File: src/rtl/sdclk_pkg.sv
// sdclk_pkg: shared constants, ratio type and clamp helper for the SD clock divider.
package sdclk_pkg;
  localparam int SDCLK_MIN_DIV = 2;
  localparam int SDCLK_DIV_W = 10;
  localparam int SDCLK_RESET_DIV = 250;
  typedef logic [SDCLK_DIV_W-1:0] sddiv_t;
  function automatic sddiv_t clamp_div(input sddiv_t div);
    return (div < sddiv_t'(SDCLK_MIN_DIV)) ? sddiv_t'(SDCLK_MIN_DIV) : div;
  endfunction
endpackage

File: src/rtl/sd_clkdiv_gen.sv
// sd_clkdiv_gen: SD clock divider with ratio handshake and edge strobes.
// Define SDCLKGEN_STOP_EN to enable parking sdclk low at a period boundary.
module sd_clkdiv_gen
  import sdclk_pkg::*;
#(
  parameter int DIV_W = SDCLK_DIV_W,
  parameter int RESET_DIV = SDCLK_RESET_DIV
) (
  input  logic             sdctrl_clock_i,
  input  logic             sdctrl_reset_i,
  input  logic [DIV_W-1:0] div_i,
  input  logic             div_valid_i,
  output logic             div_ready_o,
  output logic [DIV_W-1:0] div_o,
  input  logic             stop_req_i,
  output logic             stopped_o,
  output logic             sdclk_o,
  output logic             rise_stb_o,
  output logic             fall_stb_o
);
  logic [DIV_W-1:0] r_cnt, r_div, w_half, w_last, w_new_div, w_div_n, w_cnt_n;
  logic r_stopped, r_sdclk, w_stop, w_bnd, w_stopped_n, w_sdclk_n;
`ifdef SDCLKGEN_STOP_EN
  assign w_stop = stop_req_i;
`else
  logic w_unused_stop;
  assign w_unused_stop = stop_req_i;
  assign w_stop = 1'b0;
`endif
  assign w_half = r_div >> 1;
  assign w_last = r_div - 1'b1;
  assign w_bnd = (r_cnt == w_last) || r_stopped;
  assign w_new_div = (div_i < DIV_W'(SDCLK_MIN_DIV)) ? DIV_W'(SDCLK_MIN_DIV) : div_i;
  assign w_div_n = (div_valid_i && w_bnd) ? w_new_div : r_div;
  assign w_stopped_n = w_bnd && w_stop;
  // A stopped divider holds its count; resuming always starts a fresh period at cnt 0.
  assign w_cnt_n = w_stopped_n ? r_cnt : w_bnd ? '0 : r_cnt + 1'b1;
  assign w_sdclk_n = !w_stopped_n && (w_cnt_n < (w_div_n >> 1));
  always_ff @(posedge sdctrl_clock_i or posedge sdctrl_reset_i) begin
    if (sdctrl_reset_i) begin
      r_cnt <= DIV_W'(RESET_DIV - 1);
      r_div <= DIV_W'(RESET_DIV);
      r_stopped <= 1'b0;
      r_sdclk <= 1'b0;
    end else begin
      r_cnt <= w_cnt_n;
      r_div <= w_div_n;
      r_stopped <= w_stopped_n;
      r_sdclk <= w_sdclk_n;
    end
  end
  assign div_o = r_div;
  assign stopped_o = r_stopped;
  assign sdclk_o = r_sdclk;
  assign div_ready_o = w_bnd && !sdctrl_reset_i;
  assign rise_stb_o = w_bnd && !w_stop && !sdctrl_reset_i;
  assign fall_stb_o = (r_cnt == w_half - 1'b1) && !r_stopped && !sdctrl_reset_i;
endmodule
File: config.mk
export PLATFORM = sky130hd
export DESIGN_NAME = sd_clkdiv_gen
export DESIGN_NICKNAME = d
export VERILOG_FILES = /design/src/rtl/sdclk_pkg.sv /design/src/rtl/sd_clkdiv_gen.sv
export SDC_FILE = /design/constraint.sdc
export NUM_CORES = 1
export LEC_CHECK = 0
export BUFFER_PORTS_ARGS = -buffer_cell sky130_fd_sc_hd__buf_2
export CORE_MARGIN = 1
export CORE_UTILIZATION = 25
export CTS_BUF_LIST = sky130_fd_sc_hd__clkbuf_8
export DETAILED_ROUTE_END_ITERATION = 8
export MAX_ROUTING_LAYER = met4
export PLACE_DENSITY = 0.5
export SYNTH_ARGS = -nofsm -noshare
export SYNTH_HDL_FRONTEND = slang
export SYNTH_SLANG_ARGS = --single-unit
File: constraint.sdc
create_clock -name sdctrl_clock_i -period 3.5 [get_ports sdctrl_clock_i]
set_clock_uncertainty 0.1 [all_clocks]
set_input_delay 0.525 -clock sdctrl_clock_i [delete_from_list [all_inputs] [get_ports sdctrl_clock_i]]
set_output_delay 0.525 -clock sdctrl_clock_i [all_outputs]
set_load 0.02 [all_outputs]
==> impl_metrics.tcl <==
set metrics [dict create \
    design_area_sq_mm 0.00251 \
    critical_path_class "reg2reg" \
    tns_ps -314 \
    antenna_left 0 \
    final_cells 360 \
    drv_cap 0 \
    fin_crit_ps 3810 \
    grt.total_usage_pct 13.9 \
    setup_viol 1 \
    clock_latency_ps 270 \
    critPathLaunchType "register" \
    cts_tree "done" \
    row_count 31 \
    arrival_ps 3900 \
    clock_path_buffers 2 \
    wl_microns 5020 \
    vias_per_cell 4.55 \
    r2r-start "div_o[1]" \
    dr.pass1.iters 4 \
    ctsHoldBuffers 0 \
    grt_overflow 0 \
    hold_violations 0 \
    crit_path_max_fanout 8 \
    hold_slack_ps 352 \
    antenna_found_initial 0 \
    clock-sinks 21 \
    synth_area_leaders "dfstp_2 17%, dfrtp_1 12%, xnor2_1 7.9%, ha_1 7.3%, xor2_1 6.5%" \
    numCtsBuffers 3 \
    drive_gt1_share_pct 45.2 \
    status "complete, but fails checks" \
    power.leakage_nw 1.10 \
    yosys-top-cells-count "18 x nor2_1, 17 x xnor2_1, 14 x xor2_1" \
    seq_area_frac_synth_pct 28.7 \
    grt_max_degree 22 \
    slew_headroom_pct 44.3 \
    worst_slack_ps -314 \
    synth.distinct_cells 50 \
    critPathLaunch "div_o[1]" \
    m1WireLength_microns 2410 \
    syn_inst 197 \
    synth-edff-count 0 \
    cts_root_buffer "clkbuf_8" \
    antennaDiodeCount 0 \
    vias 1639 \
    violations "setup timing" \
    power.density_mw_per_mm2 1030 \
    synth_ff_type "dfstp_2" \
    place.gp.congestion 0.773 \
    route.detailed.drc 0 \
    grt_pass1_vias 1623 \
    core-area_sq_mm 0.00725 \
    die_h_microns 88.7 \
    post-route-util_pct 34.7 \
    grt_first_pass_wirelength_microns 7890 \
    tightest_slew_ps 834 \
    ys_warn_count 0 \
    post-synth-top-count-cell "nor2_1" \
    yosysTopAreaCell "dfstp_2" \
    synth-async-reset-ratio_pct 100 \
    htree_levels 1 \
    ir_drop_v 0.000449 \
    cp-end-kind "register" \
    first_iter_violations 41 \
    synth-seq-cells 21 \
    area_growth_pct 33.7 \
    slew_violations 0 \
    hpwlAfterDp_microns 4170 \
    port_buffers 26 \
    rsz0062_at_grt "yes" \
    met3WireLength_microns 106 \
    preCtsSetupSlack_ps -409 \
    num_io_pins 29 \
    post_drt_wl_per_cell_microns 13.9 \
    synth_area_sq_mm 0.00188 \
    hold_class "in2async" \
    finalPower_mw 2.60 \
    dpl_cell_area_sq_mm 0.00241 \
    dp_cells 353 \
    dieArea_sq_mm 0.00787 \
    avgSynthCellArea_sq_um 9.55 \
    synth_top_cell_area_share_pct 16.8 \
    fmax_mhz 262 \
    initial_utilization_pct 25.9 \
    syn_nets 222 \
    routed.top_layer "met4" \
    dr_wl_met2_microns 2400 \
    final_nets 287 \
    clk_pin_slew_ps 80 \
    die_x_microns 88.7 \
    required_ps 3580 \
    post-route-period-util_pct 109 \
]
[critical path: stages, from the launching register on]
cell and delay [ps]:
dfstp_2 560, inv_4 60, ha_4 250, xor2_1 140, o21ai_1 100, a2111oi_2 300
or4b_4 550, nor3b_4 210, buf_6 160, mux2i_1 200, ha_1 260, a21o_1 170
a21o_1 170, a221oi_2 230, o21ai_1 100, a211oi_2 160
[logic make-up (layout without fill, tap and decap cells)]
group	count (synthesis)	after routing	share of synthesized area, %
adders and majority gates	11	11	7.32
xor gates and xnor gates	31	31	14.4
other	1	1	0.199
and+or+nand+nor	63	63	19.7
AOI/OAI and AO/OA	27	27	10.5
muxes	20	20	11.5
DFF	21	21	28.7
buffers and inverters	23	87	7.58
[worst paths after layout]
| path | endpoint | slack, ps | cells after the start |
|---|---|---|---|
| max | sdclk_o | -310 | 15 |
| min in group sdctrl_clock_i | div_o[4] | 420 | 2 |
| min reg2reg | div_o[9] | 590 | 2 |
| min | r_cnt[1] | 350 | 2 |
| max reg2reg | sdclk_o | -310 | 15 |
| max in group asynchronous | div_o[8] | 2430 | 2 |
[report_power, final]
group / internal (mW) / switching, mW
registers: 0.393 / 0.112
clock network: 0.0785 / 0.0857
logic: 0.970 / 0.960
[cell type report]
type / count / area [sq um]
clock buffers: 3 / 41.3
well taps: 99 / 124
clock inverters: 1 / 3.75
multi-input cells: 153 / 1260
inverters: 6 / 25.0
flip-flops and latches: 21 / 541
repair buffers: 77 / 517
fillers: 772 / 4740
[what timing repair did]
| action | 4_1_cts | 5_1_grt |
|---|---|---|
| setup endpoints to repair | 1 | 3 |
| gates resized for setup | 1 | 6 |
| setup buffers | 1 | 2 |
| hold endpoints to repair | 0 | 0 |
| pin swaps | 5 | 4 |
[layout by cell type, fill, tap and decap left out, types with 2 or more instances in the layout]
master,n
o21ai_0,2
buf_4,50
inv_1,6
a211o_1,2
o21ai_1,3
nor3_1,3
nand3_1,6
xor2_1,14
a21o_1,3
dfstp_2,12
mux2i_1,10
dfrtp_1,9
ha_4,2
buf_2,26
nand4_1,5
xnor2_1,17
nor3_2,2
nor2_1,18
ha_1,9
mux2_2,9
and4_1,3
and3_1,2
nor4_1,3
a21oi_1,6
clkbuf_8,3
nand2_1,7
[metal layers]
| layer | track usage [%] | vias up |
|---|---|---|
| met1 | 17.6 | 772 |
| li1 | - | 833 |
| met5 | - | - |
| met2 | 23.1 | 26 |
| met3 | 1.03 | 8 |
| met4 | 5.28 | 0 |
[flip-flops by register name, indices dropped and copies added (netlist names)]
register	cells
sdclk_o	1
r_cnt	10
div_o	10
No activity file was read; power rests on OpenSTA's default activity.
